--- config.mk ---
export PLATFORM = sky130hd
export DESIGN_NAME = uart_tx_fifo_ctrl_flat
export DESIGN_NICKNAME = d
export VERILOG_FILES = /design/src/rtl/uart_pkg.sv /design/src/rtl/uart_tx_fifo_ctrl_if.sv /design/src/rtl/uart_tx_fifo_ctrl_sync_fifo.sv /design/src/rtl/uart_tx_fifo_ctrl.sv /design/src/flat_wrapper.sv
export SDC_FILE = /design/constraint.sdc
export NUM_CORES = 1
export LEC_CHECK = 0
export BUFFER_PORTS_ARGS = -buffer_cell sky130_fd_sc_hd__buf_2
export CORE_UTILIZATION = 40
export DETAILED_ROUTE_END_ITERATION = 10
export PLACE_DENSITY = 0.59
export SYNTH_ARGS = -nofsm -noshare
export SYNTH_HDL_FRONTEND = slang
export SYNTH_HIERARCHICAL = 1
export SYNTH_SLANG_ARGS = --single-unit
--- constraint.sdc ---
create_clock -name clk -period 5.49 [get_ports clk]
set_input_delay 0.8235 -clock clk [delete_from_list [all_inputs] [get_ports clk]]
set_output_delay 0.8235 -clock clk [all_outputs]
set_load 0.02 [all_outputs]
--- src/rtl/uart_pkg.sv ---
// rtl/uart_pkg.sv - shared constants and FSM state encoding for the UART transmit buffer
//
// Purpose: single place for the UART byte width, the default buffer depth and
// the sequencer state encoding used by uart_tx_fifo_ctrl.
// Contents:
//   UART_DATA_W  byte width of the transmit path (fixed at 8)
//   UART_DEPTH   default FIFO depth
//   tx_state_e   sequencer states IDLE / START / WAIT
package uart_pkg;

  localparam int UART_DATA_W = 8;
  localparam int UART_DEPTH  = 16;

  typedef enum logic [1:0] {
    IDLE  = 2'd0,
    START = 2'd1,
    WAIT  = 2'd2
  } tx_state_e;

endpackage : uart_pkg

--- src/rtl/uart_tx_fifo_ctrl_if.sv ---
// rtl/uart_tx_fifo_ctrl_if.sv - producer/transmitter-facing signal bundle of the transmit buffer
//
// Purpose: groups the write port, the status flags and the transmitter
// handshake of uart_tx_fifo_ctrl.
// Signals:
//   wr_en, wr_data         producer write strobe and byte
//   full, empty, level     buffer status (level is 0..DEPTH)
//   overflow               one-cycle pulse for a write rejected while full
//   tx_start, tx_data_in   start pulse and held byte towards the transmitter
//   tx_done                completion pulse from the transmitter
//   busy                   sequencer is not idle
// Modports:
//   slave   the buffer/sequencer itself
//   master  the environment (producer + transmitter)
interface uart_tx_fifo_ctrl_if
  import uart_pkg::*;
#(
  parameter int DEPTH  = UART_DEPTH,
  parameter int ADDR_W = $clog2(DEPTH),
  parameter int DATA_W = UART_DATA_W
);

  logic              wr_en;
  logic [DATA_W-1:0] wr_data;
  logic              full;
  logic              empty;
  logic [ADDR_W:0]   level;
  logic              overflow;
  logic              tx_start;
  logic [DATA_W-1:0] tx_data_in;
  logic              tx_done;
  logic              busy;

  modport slave (
    input  wr_en, wr_data, tx_done,
    output full, empty, level, overflow, tx_start, tx_data_in, busy
  );

  modport master (
    output wr_en, wr_data, tx_done,
    input  full, empty, level, overflow, tx_start, tx_data_in, busy
  );

endinterface : uart_tx_fifo_ctrl_if

--- src/rtl/uart_tx_fifo_ctrl_sync_fifo.sv ---
// rtl/uart_tx_fifo_ctrl_sync_fifo.sv - synchronous FIFO with occupancy count and overflow pulse
//
// Purpose: byte storage for the transmit buffer. Occupancy is tracked by a
// registered level counter, which alone separates full from empty.
// Ports:
//   clk, rst         rising-edge clock, asynchronous active-low reset
//   wr_en_i          write strobe; ignored (and flagged) while full
//   wr_data_i        byte to store
//   rd_en_i          pop request; ignored while empty
//   rd_data_o        head of the queue (combinational read)
//   full_o, empty_o  decoded from the registered level
//   level_o          occupancy 0..DEPTH
//   overflow_o       high for the cycle after a write hit a full FIFO
module sync_fifo
  import uart_pkg::*;
#(
  parameter int DEPTH  = UART_DEPTH,
  parameter int ADDR_W = $clog2(DEPTH),
  parameter int DATA_W = UART_DATA_W
) (
  input  logic              clk,
  input  logic              rst,
  input  logic              wr_en_i,
  input  logic [DATA_W-1:0] wr_data_i,
  input  logic              rd_en_i,
  output logic [DATA_W-1:0] rd_data_o,
  output logic              full_o,
  output logic              empty_o,
  output logic [ADDR_W:0]   level_o,
  output logic              overflow_o
);

  localparam logic [ADDR_W:0] LEVEL_FULL = (ADDR_W + 1)'(DEPTH);
  localparam logic [ADDR_W:0] LEVEL_ONE  = (ADDR_W + 1)'(1);

  logic [DATA_W-1:0] mem_q [DEPTH];
  logic [ADDR_W-1:0] wr_ptr_q, wr_ptr_d;
  logic [ADDR_W-1:0] rd_ptr_q, rd_ptr_d;
  logic [ADDR_W:0]   level_q, level_d;
  logic              overflow_q, overflow_d;
  logic              push;
  logic              pop;

  // Flags come from the registered level, so a write into a full FIFO is
  // rejected even when a pop happens in the same cycle.
  assign full_o  = (level_q == LEVEL_FULL);
  assign empty_o = (level_q == '0);
  assign push    = wr_en_i & ~full_o;
  assign pop     = rd_en_i & ~empty_o;

  always_comb begin
    wr_ptr_d   = wr_ptr_q + ADDR_W'(push);
    rd_ptr_d   = rd_ptr_q + ADDR_W'(pop);
    overflow_d = wr_en_i & full_o;
    level_d    = level_q;
    case ({push, pop})
      2'b10:   level_d = level_q + LEVEL_ONE;
      2'b01:   level_d = level_q - LEVEL_ONE;
      default: level_d = level_q;
    endcase
  end

  always_ff @(posedge clk or negedge rst) begin
    if (!rst) begin
      wr_ptr_q   <= '0;
      rd_ptr_q   <= '0;
      level_q    <= '0;
      overflow_q <= 1'b0;
    end else begin
      wr_ptr_q   <= wr_ptr_d;
      rd_ptr_q   <= rd_ptr_d;
      level_q    <= level_d;
      overflow_q <= overflow_d;
    end
  end

  // Storage is not reset; resetting the pointers and level discards it.
  always_ff @(posedge clk) begin
    if (push) begin
      mem_q[wr_ptr_q] <= wr_data_i;
    end
  end

  assign rd_data_o  = mem_q[rd_ptr_q];
  assign level_o    = level_q;
  assign overflow_o = overflow_q;

endmodule : sync_fifo

--- src/rtl/uart_tx_fifo_ctrl.sv ---
// rtl/uart_tx_fifo_ctrl.sv - transmit byte buffer and start/done sequencer ahead of the UART transmitter
//
// Purpose: buffers producer bytes and hands them to the transmitter one at a
// time: pop into tx_data_in, pulse tx_start for one cycle, then wait for
// tx_done before popping the next byte.
// Ports:
//   clk   rising-edge clock
//   rst   asynchronous active-low reset
//   bus   uart_tx_fifo_ctrl_if.slave (write port, status, transmitter handshake)
module uart_tx_fifo_ctrl
  import uart_pkg::*;
#(
  parameter int DEPTH  = UART_DEPTH,
  parameter int ADDR_W = $clog2(DEPTH)
) (
  input  logic                  clk,
  input  logic                  rst,
  uart_tx_fifo_ctrl_if.slave    bus
);

  tx_state_e              state_q;
  logic                   tx_start_q;
  logic                   busy_q;
  logic [UART_DATA_W-1:0] tx_data_q;

  logic [UART_DATA_W-1:0] fifo_rd_data;
  logic                   fifo_full;
  logic                   fifo_empty;
  logic [ADDR_W:0]        fifo_level;
  logic                   fifo_overflow;
  logic                   pop;

  // The head is consumed on the same edge that moves IDLE -> START, so the
  // byte is already in tx_data_q when tx_start rises.
  assign pop = (state_q == IDLE) & ~fifo_empty;

  sync_fifo #(
    .DEPTH  (DEPTH),
    .ADDR_W (ADDR_W),
    .DATA_W (UART_DATA_W)
  ) u_fifo (
    .clk        (clk),
    .rst        (rst),
    .wr_en_i    (bus.wr_en),
    .wr_data_i  (bus.wr_data),
    .rd_en_i    (pop),
    .rd_data_o  (fifo_rd_data),
    .full_o     (fifo_full),
    .empty_o    (fifo_empty),
    .level_o    (fifo_level),
    .overflow_o (fifo_overflow)
  );

  // tx_done is only honoured in WAIT; in IDLE or START it is ignored.
  always_ff @(posedge clk or negedge rst) begin
    if (!rst) begin
      state_q    <= IDLE;
      tx_start_q <= 1'b0;
      busy_q     <= 1'b0;
      tx_data_q  <= '0;
    end else begin
      tx_start_q <= 1'b0;
      case (state_q)
        IDLE: begin
          if (!fifo_empty) begin
            tx_data_q  <= fifo_rd_data;
            tx_start_q <= 1'b1;
            busy_q     <= 1'b1;
            state_q    <= START;
          end
        end
        START: begin
          state_q <= WAIT;
        end
        WAIT: begin
          if (bus.tx_done) begin
            busy_q  <= 1'b0;
            state_q <= IDLE;
          end
        end
        default: begin
          busy_q  <= 1'b0;
          state_q <= IDLE;
        end
      endcase
    end
  end

  assign bus.full       = fifo_full;
  assign bus.empty      = fifo_empty;
  assign bus.level      = fifo_level;
  assign bus.overflow   = fifo_overflow;
  assign bus.tx_start   = tx_start_q;
  assign bus.tx_data_in = tx_data_q;
  assign bus.busy       = busy_q;

endmodule : uart_tx_fifo_ctrl
--- src/flat_wrapper.sv ---
// flat-port wrapper written by rule: the top's interface ports become plain ports
module uart_tx_fifo_ctrl_flat import uart_pkg::*;
#(
  parameter int DEPTH  = UART_DEPTH,
  parameter int ADDR_W = $clog2(DEPTH)
)
  (clk, rst, bus_wr_en, bus_wr_data, bus_tx_done, bus_full, bus_empty, bus_level, bus_overflow, bus_tx_start, bus_tx_data_in, bus_busy);
  uart_tx_fifo_ctrl_if #(.DEPTH(DEPTH), .ADDR_W(ADDR_W)) bus_i ();
  input  logic clk;
  input  logic rst;
  input wire logic [$bits(bus_i.wr_en)-1:0] bus_wr_en;
  input wire logic [$bits(bus_i.wr_data)-1:0] bus_wr_data;
  input wire logic [$bits(bus_i.tx_done)-1:0] bus_tx_done;
  output wire logic [$bits(bus_i.full)-1:0] bus_full;
  output wire logic [$bits(bus_i.empty)-1:0] bus_empty;
  output wire logic [$bits(bus_i.level)-1:0] bus_level;
  output wire logic [$bits(bus_i.overflow)-1:0] bus_overflow;
  output wire logic [$bits(bus_i.tx_start)-1:0] bus_tx_start;
  output wire logic [$bits(bus_i.tx_data_in)-1:0] bus_tx_data_in;
  output wire logic [$bits(bus_i.busy)-1:0] bus_busy;
  assign bus_i.wr_en = bus_wr_en;
  assign bus_i.wr_data = bus_wr_data;
  assign bus_i.tx_done = bus_tx_done;
  assign bus_full = bus_i.full;
  assign bus_empty = bus_i.empty;
  assign bus_level = bus_i.level;
  assign bus_overflow = bus_i.overflow;
  assign bus_tx_start = bus_i.tx_start;
  assign bus_tx_data_in = bus_i.tx_data_in;
  assign bus_busy = bus_i.busy;
  uart_tx_fifo_ctrl #(.DEPTH(DEPTH), .ADDR_W(ADDR_W)) u_core (.clk(clk), .rst(rst), .bus(bus_i));
endmodule
==> out/results.ini, run 1 <==
[floorplan]
start_util = 0.409
num_rows = 45
io_pins = 30
core_um2 = 15100
die_w_um = 126
die_area_um2 = 16000
die_y_um = 126

[critical_path]
crit_required_ns = 5.78
crit_chain = nor4_1 > nor2b_1 > nor3_4 > nor2b_1 > ha_1 > xor2_1 > ha_1 > o211a_1 > o31ai_1 > a31oi_1 > xor2_1
crit_family = simple AND/OR/NAND/NOR gates
criticalPathCategory = reg2reg
worstPathArrival_ns = 3.73
cp_slowest_cell = nor4_1
crit_path_max_fanout = 10
critPathLaunchType = flop
slowest_delay_ns = 0.55
cp-end-kind = flop
critPathBufInv = 0

[synthesis]
synth_edf_count = 128
yosysMostFrequentCell = edfxtp_1
synthTopCellsByArea = edfxtp_1 (62%), dfrtp_1 (11%), mux4_2 (7.6%)
synth-seq-cells = 154
yosysTopAreaCellShare = 0.621
synthesis.area_um2 = 6190
synth_common_cells = edfxtp_1 (128), dfrtp_1 (26), mux4_2 (21), mux4_1 (16), nor2_1 (14)
avgSynthCellArea_um2 = 20.6
postSynthCellCount = 300
synth_cell_type_count = 41
synth_top_area_cell = edfxtp_1
synth_ff_type = edfxtp_1
ys_seq_area_frac = 0.726
syn_nets = 320
async_flop_share = 0.169
ys_warn_count = 6

[cts]
insertion_delay_ns = 0.42
cts_max_level = 4
cts_tree = built
cts_buffer_depth = 2
cts_sinks = 154
post-cts-setup-buffers = 0
cts_root_buf = clkbuf_16
path_clk_slew_ns = 0.06
ctsResizeCount = 0
ctsHoldBuffers = 0
cts_made_buffers = 17

[cells_and_area]
multi_input_comb_area_um2 = 1580
synthToLayoutAreaGrowth_pct = 15.0
drive_gt1_frac = 0.269
diodes = 0
seq_area_um2 = 4500
nets = 360
fillers = 1252
final_util = 0.470

[drt]
vias = 2941
wl_per_cell_um = 22.2
drt_iter0_drc = 165
drt_pass1_iterations = 5
totalWireLength_mm = 12.0
via_per_inst = 5.44
route.detailed.drc = 0
ant_nets = 0

[sta]
worst_pin_slew_ns = 1.21
setup_viol = 0
fmax_mhz = 291
drv_slew = 0
max-slew-margin-rel = 0.191
post-route-period-util = 0.627
hold_viol = 0
finalSetupTns_ns = 0
setup_ws_ns = 2.05
min_period_ns = 3.44
rsz0062_at_grt = false
skew_ns = 0.0105

[global_route]
grt.busiest_layer = met2
antenna_found_initial = 0
grt_max_degree = 36
grt_pass1_wl_mm = 18.3
gr-usage-met1 = 0.217
gr-usage-met3 = 0.0439
grtUsageTotal = 0.164
grt_pass1_vias = 3001
overflow = 0
met2_usage = 0.257

[power]
cellLeakagePower_nw = 2.51
vdd_drop_max_mv = 0.267
powerDensity_nw_per_um2 = 552

[placement]
gp_congestion = 0.817
hpwl_mm = 7.25
port_buffers = 29
post-place-ws_ns = 2.07

[min_path]
holdCritPathClass = in2async

[status]
status = finished, final reports clean

[job]
maxCapViolCount = 0

==> area by class of cell <==
| type | instances | area share |
|---|---|---|
| Sequential cell | 154 | 0.632 |
| Tap cell | 188 | 0.0330 |
| Inverter | 4 | 0.00211 |
| Multi-Input combinational cell | 129 | 0.222 |
| Timing Repair Buffer | 34 | 0.0257 |
| Clock inverter | 7 | 0.0160 |
| Clock buffer | 25 | 0.0696 |
==> worst reg2reg max path, cell delays in order (launching register included) <==
cell and delay [ns]:
dfrtp_1 0.45, nor4_1 0.55, nor2b_1 0.45, nor3_4 0.16, nor2b_1 0.21, ha_1 0.35, xor2_1 0.20, ha_1 0.23
o211a_1 0.23, o31ai_1 0.22, a31oi_1 0.09, xor2_1 0.17
==> where the power goes <==
part | leakage, nW | total, mW | internal, mW | switching (mW)
Sequential | 1.46 | 1.66 | 1.47 | 0.192
Combinational | 0.757 | 1.08 | 0.543 | 0.534
Clock | 0.291 | 1.19 | 0.761 | 0.427
Total | 2.51 | 3.93 | 2.77 | 1.15
==> worst paths after layout <==
check                                            end                startpoint  depth (start not counted)  slack (ns)
min in group clk            u_core/bus.tx_data_in[7]  u_core/bus.tx_data_in[7]                          1        0.50
setup / recovery            u_core/u_fifo/level_o[4]  u_core/u_fifo/level_o[2]                         11        2.05
hold reg to reg             u_core/bus.tx_data_in[7]  u_core/bus.tx_data_in[7]                          1        0.50
setup reg to reg            u_core/u_fifo/level_o[4]  u_core/u_fifo/level_o[2]                         11        2.05
hold / removal                   u_core/bus.tx_start                       rst                          1        0.42
max in group asynchronous  u_core/u_fifo/rd_ptr_q[1]                       rst                          1        4.64
==> per-layer routing <==
metal | up-vias | part of all wire
met2 | 85 | 0.49
met3 | 13 | 0.047
met4 | 0 | 0.012
li1 | 1313 | -
met5 | - | 0
met1 | 1530 | 0.46
==> flip-flops by register name (all words and copies together), names as in the netlist <==
signal	count
u_core/state_q	2
u_core/u_fifo/wr_ptr_q	4
u_core/u_fifo/mem_q	128
u_core/u_fifo/overflow_o	1
u_core/bus.tx_data_in	8
u_core/u_fifo/rd_ptr_q	4
u_core/bus.tx_start	1
u_core/u_fifo/level_o	5
u_core/bus.busy	1
==> cells in the final DEF, fill, tap and decap left out, drive strengths merged, types with 2 or more instances in the layout <==
cell,instances
edfxtp,128
mux4,37
buf,34
dfrtp,26
clkbuf,25
nor2,14
mux2,9
ha,8
xor2,6
nor3,6
mux2i,5
o21ai,5
nand2b,4
nor2b,4
inv,4
bufinv,3
and2,3
xnor2,3
nand2,3
a21oi,3
clkinvlp,2
nand3,2
nand3b,2
a221oi,2
clkinv,2
==> kinds of logic (layout without fill, tap and decap cells) <==
logic type	Yosys count	after routing	share of synthesized area
AOI/OAI and AO/OA	18	18	0.0194
xor gates and xnor gates	9	9	0.0127
adders and majority gates	8	8	0.0162
buffers and inverters	17	70	0.0188
DFF	154	154	0.726
muxes	51	51	0.169
and+or+nand+nor	43	43	0.0382
==> metrics by stage <==
stage	hold WS (ns)	power, mW	area, um^2	std cells
after global placement	0.494	2.74	6510	509
final	0.416	3.93	7120	541
after floorplan	0.484	2.49	6190	300
after global routing	0.452	4.12	7120	541
after detailed placement	0.492	2.77	6510	509
after CTS	0.430	3.97	7120	541
No activity file was read; power rests on OpenSTA's default activity.
==> inputs of run 2 (changes only) <==
--- a/config.mk
+++ b/config.mk
@@ -8,7 +8,7 @@
 export BUFFER_PORTS_ARGS = -buffer_cell sky130_fd_sc_hd__buf_2
 export CORE_UTILIZATION = 40
 export DETAILED_ROUTE_END_ITERATION = 10
-export PLACE_DENSITY = 0.59
+export PLACE_DENSITY = 0.61
 export SYNTH_ARGS = -nofsm -noshare
 export SYNTH_HDL_FRONTEND = slang
 export SYNTH_HIERARCHICAL = 1
==> constraint.sdc (replaced) <==
create_clock -name clk -period 2.8 [get_ports clk]
set_input_delay 0.42 -clock clk [delete_from_list [all_inputs] [get_ports clk]]
set_output_delay 0.42 -clock clk [all_outputs]
set_load 0.02 [all_outputs]
==> out/results.ini, run 2 (synthesized netlist as in run 1, its figures left out) <==
[status]
status = finished, final reports clean

[critical_path]
critPathLaunchType = flop
crit_path_max_fanout = 8  ; -2
worstPathArrival_ns = 2.84  ; -0.89 ns
critPathBufInv = 2  ; +2
cp_slowest_cell = a21boi_1
cp-end-kind = flop
crit_family = compound AO/OA/AOI/OAI gates
crit_chain = buf_4 > a21boi_1 > inv_1 > ha_4 > xor2_1 > ha_2 > o211a_1 > o31ai_1 > a31oi_1 > xor2_1
path_common_cell = xor2_1
crit_required_ns = 3.09  ; -2.69 ns
criticalPathCategory = reg2reg
slowest_delay_ns = 0.42  ; -0.13 ns

[floorplan]
io_pins = 30  ; unchanged
die_y_um = 126  ; unchanged
die_w_um = 126  ; unchanged
start_util = 0.409  ; unchanged
core_um2 = 15100  ; unchanged
num_rows = 45  ; unchanged
die_area_um2 = 16000  ; unchanged

[drt]
vias = 3062  ; +4.1%
wl_per_cell_um = 21.4  ; -3.5%
ant_nets = 0  ; unchanged
drt_iter0_drc = 153  ; -7.3%
via_per_inst = 5.36  ; -1.4%
route.detailed.drc = 0  ; unchanged
totalWireLength_mm = 12.2  ; +1.8%
drt_pass1_iterations = 4  ; -1

[power]
powerDensity_nw_per_um2 = 1070  ; +94%
power.share.switching = 0.302  ; +0.00884
intPower_mw = 5.55  ; +100%
vdd_drop_max_mv = 0.493  ; +84%
clock_power_share = 0.291  ; -0.012
cellLeakagePower_nw = 2.66  ; +6.1%
switchingPower_mw = 2.41  ; +110%
power_frac_comb = 0.307  ; +0.033
total_power_mw = 7.96  ; +100%
power_frac_seq = 0.402  ; -0.021

[global_route]
grtUsageTotal = 0.170  ; +0.00649
grt_pass1_wl_mm = 19.1  ; +4.2%
overflow = 0  ; unchanged
grt_pass1_vias = 3235  ; +7.8%
grt_max_degree = 34  ; -5.6%
antenna_found_initial = 0  ; unchanged

[cts]
cts_max_level = 4  ; unchanged
path_clk_slew_ns = 0.06  ; about the same
cts_made_buffers = 17  ; unchanged
cts_tree = built
cts_root_buf = clkbuf_16
cts_sinks = 154  ; unchanged
insertion_delay_ns = 0.42  ; about the same
cts_buffer_depth = 2  ; unchanged
ctsResizeCount = 0  ; unchanged

[job]
maxCapViolCount = 0  ; unchanged

[sta]
drv_slew = 0  ; unchanged
max-slew-margin-rel = 0.558  ; +0.367
setup_viol = 0  ; unchanged
min_period_ns = 2.55  ; -0.896 ns
rsz0062_at_grt = false
fin_hold_ws_ns = 0.0236  ; -0.393 ns
worst_pin_slew_ns = 0.660  ; -0.548 ns
post-route-period-util = 0.909  ; +0.282
setup_ws_ns = 0.255  ; -1.79 ns
skew_ns = 0.0103  ; -0.000200 ns
fmax_mhz = 393  ; +35%
hold_viol = 0  ; unchanged

[cells_and_area]
nets = 390  ; +8.3%
fillers = 1227  ; -2.0%
final_util = 0.490  ; +0.0200
final_common_cell = edfxtp_1
synthToLayoutAreaGrowth_pct = 19.9
diodes = 0  ; unchanged
drive_gt1_frac = 0.352  ; +0.0834
layout_common_cells = edfxtp_1 (128), buf_4 (32), buf_2 (29)
final_cell_area_um2 = 7420  ; +4.3%
largest_register = u_core/u_fifo/mem_q
largest_reg_flops = 128  ; unchanged

[min_path]
holdCritPathClass = in2async

[placement]
hpwl_mm = 8.10  ; +12%
place_area_um2 = 6810  ; +4.5%
port_buffers = 29  ; unchanged
post-place-ws_ns = 0.0795  ; -1.99 ns
gp_congestion = 0.756  ; -7.5%

## run 2: through the flow
| stage | cells | TNS [ns] |
|---|---|---|
| 6_report | 571 | 0 |
| 5_1_grt | 571 | 0 |
| 4_1_cts | 569 | 0 |
| 3_5_place_dp | 537 | 0 |
| 3_3_place_gp | 537 | 0 |
| 2_1_floorplan | 300 | -0.000426 |
## run 2: path summary, 6_finish.rpt
kind	startpoint	end	slack, ns	cells past startpoint
min	rst	u_core/state_q[0]	0.02	1
min reg2reg	u_core/bus.tx_data_in[1]	u_core/bus.tx_data_in[1]	0.50	1
max in group asynchronous	rst	u_core/u_fifo/level_o[0]	2.33	1
min in group clk	bus_wr_en	u_core/u_fifo/overflow_o	0.27	2
max reg2reg	u_core/u_fifo/level_o[4]	u_core/u_fifo/level_o[4]	0.25	10
max	u_core/u_fifo/level_o[4]	u_core/u_fifo/level_o[4]	0.25	10
## run 2: final cells by class
type / instances / area (um^2) / area share
clock buffers: 18 / 429 / 0.0578
multi-input cells: 129 / 1630 / 0.219
flip-flops and latches: 154 / 4500 / 0.606
clock inverters: 14 / 173 / 0.0233
well taps: 188 / 235 / 0.0317
inverters: 4 / 15.0 / 0.00202
repair buffers: 64 / 445 / 0.0600
## run 2: timing repair
action / 4_1_cts / 5_1_grt
buffers inserted: 0 / 2
setup endpoints to repair: 0 / 1
hold buffers: 0 / 0
## run 2: power by group through the flow
stage	Sequential [mW]	Clock (mW)	Combinational [mW]
after floorplan	3.24	0	1.71
after global placement	3.23	0	2.40
after detailed placement	3.25	0	2.45
after CTS	3.21	2.36	2.46
after global routing	3.25	2.46	2.65
final	3.20	2.31	2.44
## run 2: routing by layer
layer / vias to the layer above / global-route usage / share of wire
met5: - / 0 / 0
met4: 0 / 0.0808 / 0.022
met3: 21 / 0.0434 / 0.046
met2: 82 / 0.267 / 0.49
met1: 1591 / 0.222 / 0.45
li1: 1368 / - / -
